**src/rtl/alu_pkg.sv**
```systemverilog
// Shared opcode and state definitions for the pipelined ALU and its multiplier.
package alu_pkg;

  typedef enum logic [3:0] {
    OP_ADD = 4'b0000,
    OP_SUB = 4'b0001,
    OP_AND = 4'b0010,
    OP_OR  = 4'b0011,
    OP_NOT = 4'b0100,
    OP_XOR = 4'b0101,
    OP_SHL = 4'b0110,
    OP_SHR = 4'b0111,
    OP_SRA = 4'b1000,
    OP_MUL = 4'b1001
  } alu_op_t;

  typedef enum logic {
    IDLE,
    MUL
  } alu_state_t;

endpackage

```
**src/rtl/alu_pipe_if.sv**
```systemverilog
// Operand-in / result-out handshake bundle between issue, ALU and writeback stages.
interface alu_pipe_if #(parameter int WIDTH = 8);

  logic             in_valid;
  logic             in_ready;
  logic [WIDTH-1:0] a;
  logic [WIDTH-1:0] b;
  logic [3:0]       op;
  logic             out_valid;
  logic             out_ready;
  logic [WIDTH-1:0] result;
  logic             carry;
  logic             overflow;
  logic             zero;
  logic             negative;
  logic             illegal;

  modport master (
    output in_valid, a, b, op, out_ready,
    input  in_ready, out_valid, result, carry, overflow, zero, negative, illegal
  );

  modport slave (
    input  in_valid, a, b, op, out_ready,
    output in_ready, out_valid, result, carry, overflow, zero, negative, illegal
  );

endinterface

```
**src/rtl/alu_pipe_mul.sv**
```systemverilog
// Iterative shift-add multiplier: one partial product per clock, WIDTH clocks per operation.
module alu_pipe_mul #(
  parameter int WIDTH = 8
) (
  input  logic               clk,
  input  logic               rst,
  input  logic               start,
  input  logic               run,
  input  logic [WIDTH-1:0]   a,
  input  logic [WIDTH-1:0]   b,
  output logic               last,
  output logic [2*WIDTH-1:0] product
);

  localparam int SHW = $clog2(WIDTH);
  localparam logic [SHW-1:0] CNT_LAST = SHW'(WIDTH - 1);

  logic [WIDTH-1:0]   a_q, a_d;
  logic [WIDTH-1:0]   b_q, b_d;
  logic [2*WIDTH-1:0] acc_q, acc_d;
  logic [SHW-1:0]     cnt_q, cnt_d;

  always_comb begin
    a_d   = a_q;
    b_d   = b_q;
    acc_d = acc_q;
    cnt_d = cnt_q;
    if (start) begin
      a_d   = a;
      b_d   = b;
      acc_d = '0;
      cnt_d = '0;
    end else if (run) begin
      acc_d = acc_q + (b_q[cnt_q] ? ({{WIDTH{1'b0}}, a_q} << cnt_q) : '0);
      cnt_d = cnt_q + 1'b1;
    end
  end

  always_ff @(posedge clk) begin
    if (rst) begin
      a_q   <= '0;
      b_q   <= '0;
      acc_q <= '0;
      cnt_q <= '0;
    end else begin
      a_q   <= a_d;
      b_q   <= b_d;
      acc_q <= acc_d;
      cnt_q <= cnt_d;
    end
  end

  // The final partial product is folded in on the same edge the top captures it.
  assign last    = run && (cnt_q == CNT_LAST);
  assign product = acc_d;

endmodule

```
**src/rtl/alu_pipe.sv**
```systemverilog
// Registered ALU with valid/ready in and out; single-cycle ops have latency 1, MUL takes WIDTH cycles.
module alu_pipe
  import alu_pkg::*;
#(
  parameter int WIDTH = 8
) (
  input logic       clk,
  input logic       rst,
  alu_pipe_if.slave io
);

  localparam int SHW = $clog2(WIDTH);

  alu_state_t state_q, state_d;

  logic [WIDTH-1:0] result_q, result_d;
  logic             out_valid_q, out_valid_d;
  logic             carry_q, carry_d;
  logic             overflow_q, overflow_d;
  logic             zero_q, zero_d;
  logic             negative_q, negative_d;
  logic             illegal_q, illegal_d;

  logic               accept;
  logic               mul_start;
  logic               mul_last;
  logic [2*WIDTH-1:0] mul_product;

  logic [WIDTH-1:0] alu_res;
  logic             alu_c;
  logic             alu_v;
  logic             alu_ill;
  logic [SHW-1:0]   shamt;

  assign shamt       = io.b[SHW-1:0];
  assign io.in_ready = !rst && (state_q == IDLE) && (!out_valid_q || io.out_ready);
  assign accept      = io.in_valid && io.in_ready;
  assign mul_start   = accept && (io.op == OP_MUL);

  alu_pipe_mul #(.WIDTH(WIDTH)) u_mul (
    .clk     (clk),
    .rst     (rst),
    .start   (mul_start),
    .run     (state_q == MUL),
    .a       (io.a),
    .b       (io.b),
    .last    (mul_last),
    .product (mul_product)
  );

  // Shifts go through a one-bit-wider word so the last bit shifted out lands in the carry slot.
  always_comb begin
    alu_res = '0;
    alu_c   = 1'b0;
    alu_v   = 1'b0;
    alu_ill = 1'b0;
    case (io.op)
      OP_ADD: begin
        {alu_c, alu_res} = {1'b0, io.a} + {1'b0, io.b};
        alu_v = (io.a[WIDTH-1] == io.b[WIDTH-1]) && (alu_res[WIDTH-1] != io.a[WIDTH-1]);
      end
      OP_SUB: begin
        alu_res = io.a - io.b;
        alu_c   = io.a < io.b;
        alu_v   = (io.a[WIDTH-1] != io.b[WIDTH-1]) && (alu_res[WIDTH-1] != io.a[WIDTH-1]);
      end
      OP_AND: alu_res = io.a & io.b;
      OP_OR:  alu_res = io.a | io.b;
      OP_NOT: alu_res = ~io.a;
      OP_XOR: alu_res = io.a ^ io.b;
      OP_SHL: {alu_c, alu_res} = {1'b0, io.a} << shamt;
      OP_SHR: {alu_res, alu_c} = {io.a, 1'b0} >> shamt;
      OP_SRA: {alu_res, alu_c} = $signed({io.a, 1'b0}) >>> shamt;
      OP_MUL: alu_ill = 1'b0;
      default: alu_ill = 1'b1;
    endcase
  end

  always_comb begin
    state_d     = state_q;
    result_d    = result_q;
    out_valid_d = out_valid_q;
    carry_d     = carry_q;
    overflow_d  = overflow_q;
    zero_d      = zero_q;
    negative_d  = negative_q;
    illegal_d   = illegal_q;

    if (out_valid_q && io.out_ready) begin
      out_valid_d = 1'b0;
    end

    case (state_q)
      IDLE: begin
        if (accept) begin
          if (io.op == OP_MUL) begin
            state_d = MUL;
          end else begin
            result_d    = alu_res;
            carry_d     = alu_c;
            overflow_d  = alu_v;
            illegal_d   = alu_ill;
            zero_d      = (alu_res == '0);
            negative_d  = alu_res[WIDTH-1];
            out_valid_d = 1'b1;
          end
        end
      end
      MUL: begin
        if (mul_last) begin
          state_d     = IDLE;
          result_d    = mul_product[WIDTH-1:0];
          carry_d     = |mul_product[2*WIDTH-1:WIDTH];
          overflow_d  = |mul_product[2*WIDTH-1:WIDTH];
          illegal_d   = 1'b0;
          zero_d      = (mul_product[WIDTH-1:0] == '0);
          negative_d  = mul_product[WIDTH-1];
          out_valid_d = 1'b1;
        end
      end
      default: state_d = IDLE;
    endcase
  end

  always_ff @(posedge clk) begin
    if (rst) begin
      state_q     <= IDLE;
      result_q    <= '0;
      out_valid_q <= 1'b0;
      carry_q     <= 1'b0;
      overflow_q  <= 1'b0;
      zero_q      <= 1'b0;
      negative_q  <= 1'b0;
      illegal_q   <= 1'b0;
    end else begin
      state_q     <= state_d;
      result_q    <= result_d;
      out_valid_q <= out_valid_d;
      carry_q     <= carry_d;
      overflow_q  <= overflow_d;
      zero_q      <= zero_d;
      negative_q  <= negative_d;
      illegal_q   <= illegal_d;
    end
  end

  assign io.out_valid = out_valid_q;
  assign io.result    = result_q;
  assign io.carry     = carry_q;
  assign io.overflow  = overflow_q;
  assign io.zero      = zero_q;
  assign io.negative  = negative_q;
  assign io.illegal   = illegal_q;

endmodule

```
**src/flat_wrapper.sv**
```systemverilog
// flat-port wrapper written by rule: the top's interface ports become plain ports
module alu_pipe_flat import alu_pkg::*;
#(
  parameter int WIDTH = 8
)
  (clk, rst, io_in_valid, io_a, io_b, io_op, io_out_ready, io_in_ready, io_out_valid, io_result, io_carry, io_overflow, io_zero, io_negative, io_illegal);
  alu_pipe_if #(.WIDTH(WIDTH)) io_i ();
  input logic clk;
  input logic rst;
  input wire logic [$bits(io_i.in_valid)-1:0] io_in_valid;
  input wire logic [$bits(io_i.a)-1:0] io_a;
  input wire logic [$bits(io_i.b)-1:0] io_b;
  input wire logic [$bits(io_i.op)-1:0] io_op;
  input wire logic [$bits(io_i.out_ready)-1:0] io_out_ready;
  output wire logic [$bits(io_i.in_ready)-1:0] io_in_ready;
  output wire logic [$bits(io_i.out_valid)-1:0] io_out_valid;
  output wire logic [$bits(io_i.result)-1:0] io_result;
  output wire logic [$bits(io_i.carry)-1:0] io_carry;
  output wire logic [$bits(io_i.overflow)-1:0] io_overflow;
  output wire logic [$bits(io_i.zero)-1:0] io_zero;
  output wire logic [$bits(io_i.negative)-1:0] io_negative;
  output wire logic [$bits(io_i.illegal)-1:0] io_illegal;
  assign io_i.in_valid = io_in_valid;
  assign io_i.a = io_a;
  assign io_i.b = io_b;
  assign io_i.op = io_op;
  assign io_i.out_ready = io_out_ready;
  assign io_in_ready = io_i.in_ready;
  assign io_out_valid = io_i.out_valid;
  assign io_result = io_i.result;
  assign io_carry = io_i.carry;
  assign io_overflow = io_i.overflow;
  assign io_zero = io_i.zero;
  assign io_negative = io_i.negative;
  assign io_illegal = io_i.illegal;
  alu_pipe #(.WIDTH(WIDTH)) u_core (.clk(clk), .rst(rst), .io(io_i));
endmodule
```
**config.mk**
```make
export PLATFORM = sky130hd
export DESIGN_NAME = alu_pipe_flat
export DESIGN_NICKNAME = d
export VERILOG_FILES = /design/src/rtl/alu_pkg.sv /design/src/rtl/alu_pipe_if.sv /design/src/rtl/alu_pipe_mul.sv /design/src/rtl/alu_pipe.sv /design/src/flat_wrapper.sv
export SDC_FILE = /design/constraint.sdc
export NUM_CORES = 1
export LEC_CHECK = 0
export BUFFER_PORTS_ARGS = -buffer_cell sky130_fd_sc_hd__buf_4
export CAP_MARGIN = 20
export CORE_UTILIZATION = 55
export CTS_CLUSTER_SIZE = 30
export DETAILED_ROUTE_END_ITERATION = 6
export PLACE_DENSITY = 0.74
export SETUP_SLACK_MARGIN = 0.15
export SYNTH_ARGS = -nofsm -noshare
export SYNTH_HDL_FRONTEND = slang
export SYNTH_SLANG_ARGS = --single-unit
```
**constraint.sdc**
```tcl
create_clock -name clk -period 9.1 [get_ports clk]
set_input_delay 0.455 -clock clk [delete_from_list [all_inputs] [get_ports clk]]
set_output_delay 0.455 -clock clk [all_outputs]
set_load 0.05 [all_outputs]
```
Word-level counts from Yosys, hierarchy flattened:

Cells that the tools add are included.

* $add $sub $neg: 4
* order comparisons: 2
* equality and inequality tests: 17
* shift-type cells: 4
* multiplexer cells: 41
* bitwise gates (word level): 5
* reductions and logical operators: 18

Operators with widths (number)
* case mux 8 bit (9 select lines): 1
* 2-to-1 mux 16 bit: 3
* 2-to-1 mux 8 bit: 3
* 2-to-1 mux 1 bit: 23
* adder 16 bit: 1
* == test 4 x 3 -> 1 bit, second input constant: 4
* zero test 8 bit: 2
* case mux 1 bit (2 select lines): 8
* case mux 8 bit (2 select lines): 1
* left shift 8 x 3 -> 16 bit: 1
* adder 8 x 8 -> 9 bit: 1
* OR reduction 9 bit: 1
* left shift 8 x 3 -> 9 bit: 1
* right shift 9 x 3 -> 9 bit: 1
* >>> shifter 9 x 3 -> 9 bit: 1
* AND 8 bit: 1
* == test 4 x 2 -> 1 bit, second input constant: 2
* == test 4 bit, second input constant: 2
* logical AND 1 bit: 8
* < comparator 8 bit: 1
* inverter 8 bit: 1
* OR 8 bit: 1
* OR reduction 8 bit: 1
* subtractor 8 bit: 1
* 17 further kinds: 21

* bits in registers: 50
* bits of input ports: 24
* output and inout port bits: 15
* logic and storage cells: 103

Longest topological paths before layout:

* depth in word-level cells: 9
* gate-level depth with buffers: 16

By module:

A second synthesis with hierarchy kept.

* cells, all modules: 729
* area, all modules: 5475.3 um^2

By module, submodules not included
* alu_pipe_mul: instances 1, cells an instance 368, area an instance 2832.7 um^2, seq. area each 700.7 um^2
* alu_pipe: instances 1, cells an instance 361, area an instance 2642.5 um^2, seq. area each 280.3 um^2

Worst setup path before layout:

OpenSTA, ideal clock, no wires.

* path type: register to register
* start: register u_core.u_mul.cnt_q[0]
* end: register u_core.carry_q, in the netlist u_core.io.carry
* setup time: 136 ps
* arrival: 3648 ps
* data required time: 8964 ps
* setup slack: 5316 ps
* cell stages (with the launch flop): 16
* period minus slack after synthesis: 3784 ps
* path through: dfxtp_1 clkbuf_1 mux4_2 nand2b_1 and2_1 clkbuf_1 nor2_1 ha_1 and3_4 a211oi_2 a21bo_2 o41a_1 a311oi_1 nand4_1 o31ai_2 a211oi_1

* cells in the longest elaborated chain, start to end: 9
* elaborated cells on any way between the ends: 14
* those cells by class: add/sub (1); eq/ne (2); shift (1); mux (7); reduce/logical (3)

Ends and longest elaborated chain
* start, declared: RTL line alu_pipe_mul.sv:21 `logic [SHW-1:0] cnt_q, cnt_d;`
* start signal, assigned: RTL line alu_pipe_mul.sv:49 `cnt_q <= cnt_d;`
* binary-select mux 1 bit (select 3 bit): RTL line alu_pipe_mul.sv:34 `acc_d = acc_q + (b_q[cnt_q] ? ({{WIDTH{1'b0}}, a_q} << cnt_q) : '0);`
* 2-to-1 mux 1 bit (implied by the code): RTL line alu_pipe_mul.sv:34
* 2-to-1 mux 16 bit: RTL line alu_pipe_mul.sv:34
* adder 16 bit: RTL line alu_pipe_mul.sv:34
* 2-to-1 mux 16 bit: RTL line alu_pipe_mul.sv:33 `end else if (run) begin`
* 2-to-1 mux 16 bit: RTL line alu_pipe_mul.sv:28 `if (start) begin`
* OR reduction 8 bit: RTL line alu_pipe.sv:113 `carry_d = |mul_product[2*WIDTH-1:WIDTH];`
* 2-to-1 mux 1 bit: RTL line alu_pipe.sv:110 `if (mul_last) begin`
* case mux 1 bit (2 select lines): RTL line alu_pipe.sv:93 `case (state_q)`
* end signal, assigned: RTL line alu_pipe.sv:139 `carry_q <= carry_d;`
* end, declared: RTL line alu_pipe.sv:18 `logic carry_q, carry_d;`

Parallel ways exist; a longest one is shown, timed or not. The select of a mux whose other input is x is not followed.
A chain may end at the register's enable or synchronous reset.

Final worst setup path:

Same ends and word-level chain as after synthesis.

==> summary.md <==
| Metric | Value |
|---|---|
| Syn avg cell area | `7.46 um^2` |
| Startpoint Class | `flip-flop` |
| F_max | `about 240 MHz` |
| # hold bufs at CTS | `0` |
| CTS tree | `done` |
| Largest net degree at the start of global routing | `47` |
| # DRC | `0` |
| Kind of critical path | `flip-flop to flip-flop` |
| Post-route cell area | `between 5000 and 6000 um^2` |
| Vias in the first global route | `approximately 4700` |
| Via count | `about 5200` |
| Syn_nets | `740` |
| Port bufs | `38` |
| Clock power frac | `about 30%` |
| FF-to-FF setup slack | `4.94 ns` |
| Async set-reset flop share out of synthesis | `0%` |
| CTS Root Cell | `clkbuf_8` |
| Peak supply drop | `0.0773 mV` |
| Final Power | `0.536 mW` |
| Via density | `6.62` |
| Setup Viol. Count Final | `0` |
| Final wirelength | `15300 um` |
| Initial antenna violation count | `0` |
| Syn Inst Count | `around 670` |
| DRT iter0 DRCs | `516` |
| All-Layer GR Usage | `32.1%` |
| TritonCTS Sinks | `49` |
| Top layer in use | `met4` |
| DPL Wire Length | `11600 um` |
| Setup bufs post-CTS | `0` |
| Hold_sp | `io_b[3]` |
| Yosys cell types | `75` |
| Worst slack at placement | `4.99 ns` |
| Post-synth EDFFs | `0` |
| Placed Area | `5250 um^2` |
| Clock Skew | `0.0108 ns` |
| Net Sw Frac | `roughly a third` |
| Worst setup EP type | `flip-flop` |
| Clk buf depth | `2` |
| P_leak | `2.14 nW` |
| RSZ-0062 raised after global routing | `false` |
| PnR worst setup slack | `4.94 ns` |
| Power Density | `100 nW/um^2` |
| Ys Warns | `0` |
| Clk slew on worst S/H paths | `0.09 ns` |
| Internal power | `0.356 mW` |
| Layout cell share with drive strength beyond 1 | `roughly a tenth` |
| DR WL/cell | `19.6 um` |
| Row cnt | `34` |
| Critical Path Source | `u_core.u_mul.cnt_q[0]$_SDFFE_PP0P_` |
| Clk_lat worst skew | `0.31 ns` |
| Post-cts resize count | `0` |
| Met1 wire length | `around 7000 um` |
| Fin. Hold Viols | `0` |
| Die height | `97.4 um` |
| Worst Tran Pin Value | `1.16 ns` |
| Register area share after synthesis | `19.6%` |
| Total congestion overflow | `0` |
| First-pass GRT wire length | `24600 um` |
| Area delta synth->final | `7.10%` |
| CP arrival | `4.33 ns` |
| DR pass1 iterations | `6` |
| Gpl congestion | `1.03` |
| Outcome | `finished, final reports clean` |
| Combinational share of power | `28.6%` |
| Final non-filler cell total | `781` |
| Die area | `9480 um^2` |
| Fin util | `61.2%` |
| Wire length on met2 | `6740 um` |
| Psw | `approximately 0.18 mW` |
| Core area | `slightly below 9000 um^2` |
| Yosys reg bits | `49` |
| Reg power frac | `41.3%` |
| Chip Width | `97.4 um` |
| Worst slew margin | `21.6%` |
| Fin nets | `741` |
| Predominant post-synthesis flop cell | `dfxtp_1` |
| Detail Route Antenna Nets | `0` |
| Met3 WL | `1390 um` |
| WHS | `0.408 ns` |
| Inserted Clock Buffers | `5` |
| Worst hold path type | `primary input to flip-flop` |
| Maxcap violations | `0` |
| Antenna diode count | `0` |
| Post-Syn Area | `5000 um^2` |
| Inst Count DP | `~770` |
| Final TNS setup | `0 ns` |
| Tmin final | `4.16 ns` |
| Final Max Slew Viols | `0` |
| Reg2Reg Launch Point | `u_core.u_mul.cnt_q[0]$_SDFFE_PP0P_` |
| Crit share post-route | `45.7%` |
| H-tree Lvls | `2` |
| Initial Util | `a little under three fifths` |
| CP max FO | `18` |
| I/O pins | `39` |
| Worst EP required | `9.27 ns` |
==> Yosys cell counts (6+ instances only) <==
cell type	n	area, um^2
a211oi_1	19	143
a21o_1	12	90.1
a21oi_1	70	350
a221oi_1	9	78.8
a31oi_1	6	37.5
and3_1	8	50.1
buf_2	17	85.1
clkbuf_1	27	101
dfxtp_1	49	981
ha_1	42	526
inv_1	27	101
mux2_2	6	67.6
mux2i_1	18	180
mux4_2	8	180
nand2_1	91	342
nand2b_1	15	93.8
nand3_1	9	45.0
nor2_1	71	267
nor2b_1	7	43.8
nor3_1	10	50.1
nor4_1	7	43.8
o211ai_1	13	97.6
o21ai_0	13	65.1
o21ai_1	9	45.0
o22ai_1	6	37.5
xnor2_1	9	78.8
==> layer usage <==
layer	global-route usage (%)	vias to the layer above
li1	-	2451
met2	50.1	243
met4	6.45	0
met3	6.12	36
met5	0	-
met1	46.1	2439
==> cells in the final DEF, fill, tap and decap left out, drive strengths merged, types with 10 or more instances in the layout <==
cell type | synthesis | final
o211ai | 13 | 13
inv | 27 | 27
a211oi | 20 | 20
mux2i | 18 | 18
a21o | 12 | 12
ha | 42 | 42
buf | 20 | 41
a21oi | 70 | 70
dfxtp | 49 | 49
nand2 | 91 | 91
nor3 | 10 | 10
o21ai | 22 | 22
nand2b | 15 | 15
nor2 | 71 | 71
==> final timing paths <==
kind                                      endpoint  cells after the start
hold reg to reg   u_core.u_mul.b_q[0]$_SDFFE_PP0P_                      2
hold / removal    u_core.u_mul.b_q[3]$_SDFFE_PP0P_                      3
setup reg to reg      u_core.io.carry$_SDFFE_PP0P_                     13
setup / recovery      u_core.io.carry$_SDFFE_PP0P_                     13
==> state kept, by name (all words and copies together) (netlist names), 3 cells and up <==
register / flops
u_core.io.result: 7
u_core.u_mul.acc_q: 16
u_core.u_mul.a_q: 8
u_core.u_mul.b_q: 8
u_core.u_mul.cnt_q: 3
==> critical path, stage by stage, from the launching register on <==
cell	delay [ns]
dfxtp_1	0.72
mux4_2	0.57
nand2b_1	0.16
and2_1	0.28
nor2_1	0.09
ha_1	0.38
and3_4	0.21
a211oi_2	0.20
a21bo_2	0.29
o41a_1	0.41
a311oi_1	0.21
nand4_1	0.15
o31ai_2	0.24
a211oi_1	0.11
==> power groups by stage <==
| stage | Sequential [mW] | Clock [mW] | Combinational (mW) |
|---|---|---|---|
| 3_5_place_dp | 0.227 | 0 | 0.149 |
| 2_1_floorplan | 0.237 | 0 | 0.0946 |
| 6_report | 0.222 | 0.161 | 0.154 |
| 5_1_grt | 0.222 | 0.170 | 0.165 |
| 3_3_place_gp | 0.227 | 0 | 0.145 |
| 4_1_cts | 0.222 | 0.161 | 0.149 |
==> cell type report <==
cell class,instances,area (um^2)
flip-flops and latches,49,981
fillers,839,3400
clock buffers,6,72.6
multi-input cells,547,3720
repair buffers,41,308
clock inverters,2,38.8
inverters,28,105
well taps,108,135
==> cell families (layout without fill, tap and decap cells) <==
group	after synthesis	after routing	synth area share [%]
buf+inv	75	77	6.20
xor+xnor	12	12	2.10
flops	49	49	19.6
compound gates	207	207	27.9
fa+ha+maj	45	45	11.7
simple gates	251	251	24.0
mux	32	32	8.55
(Power assumes the default switching activity.)
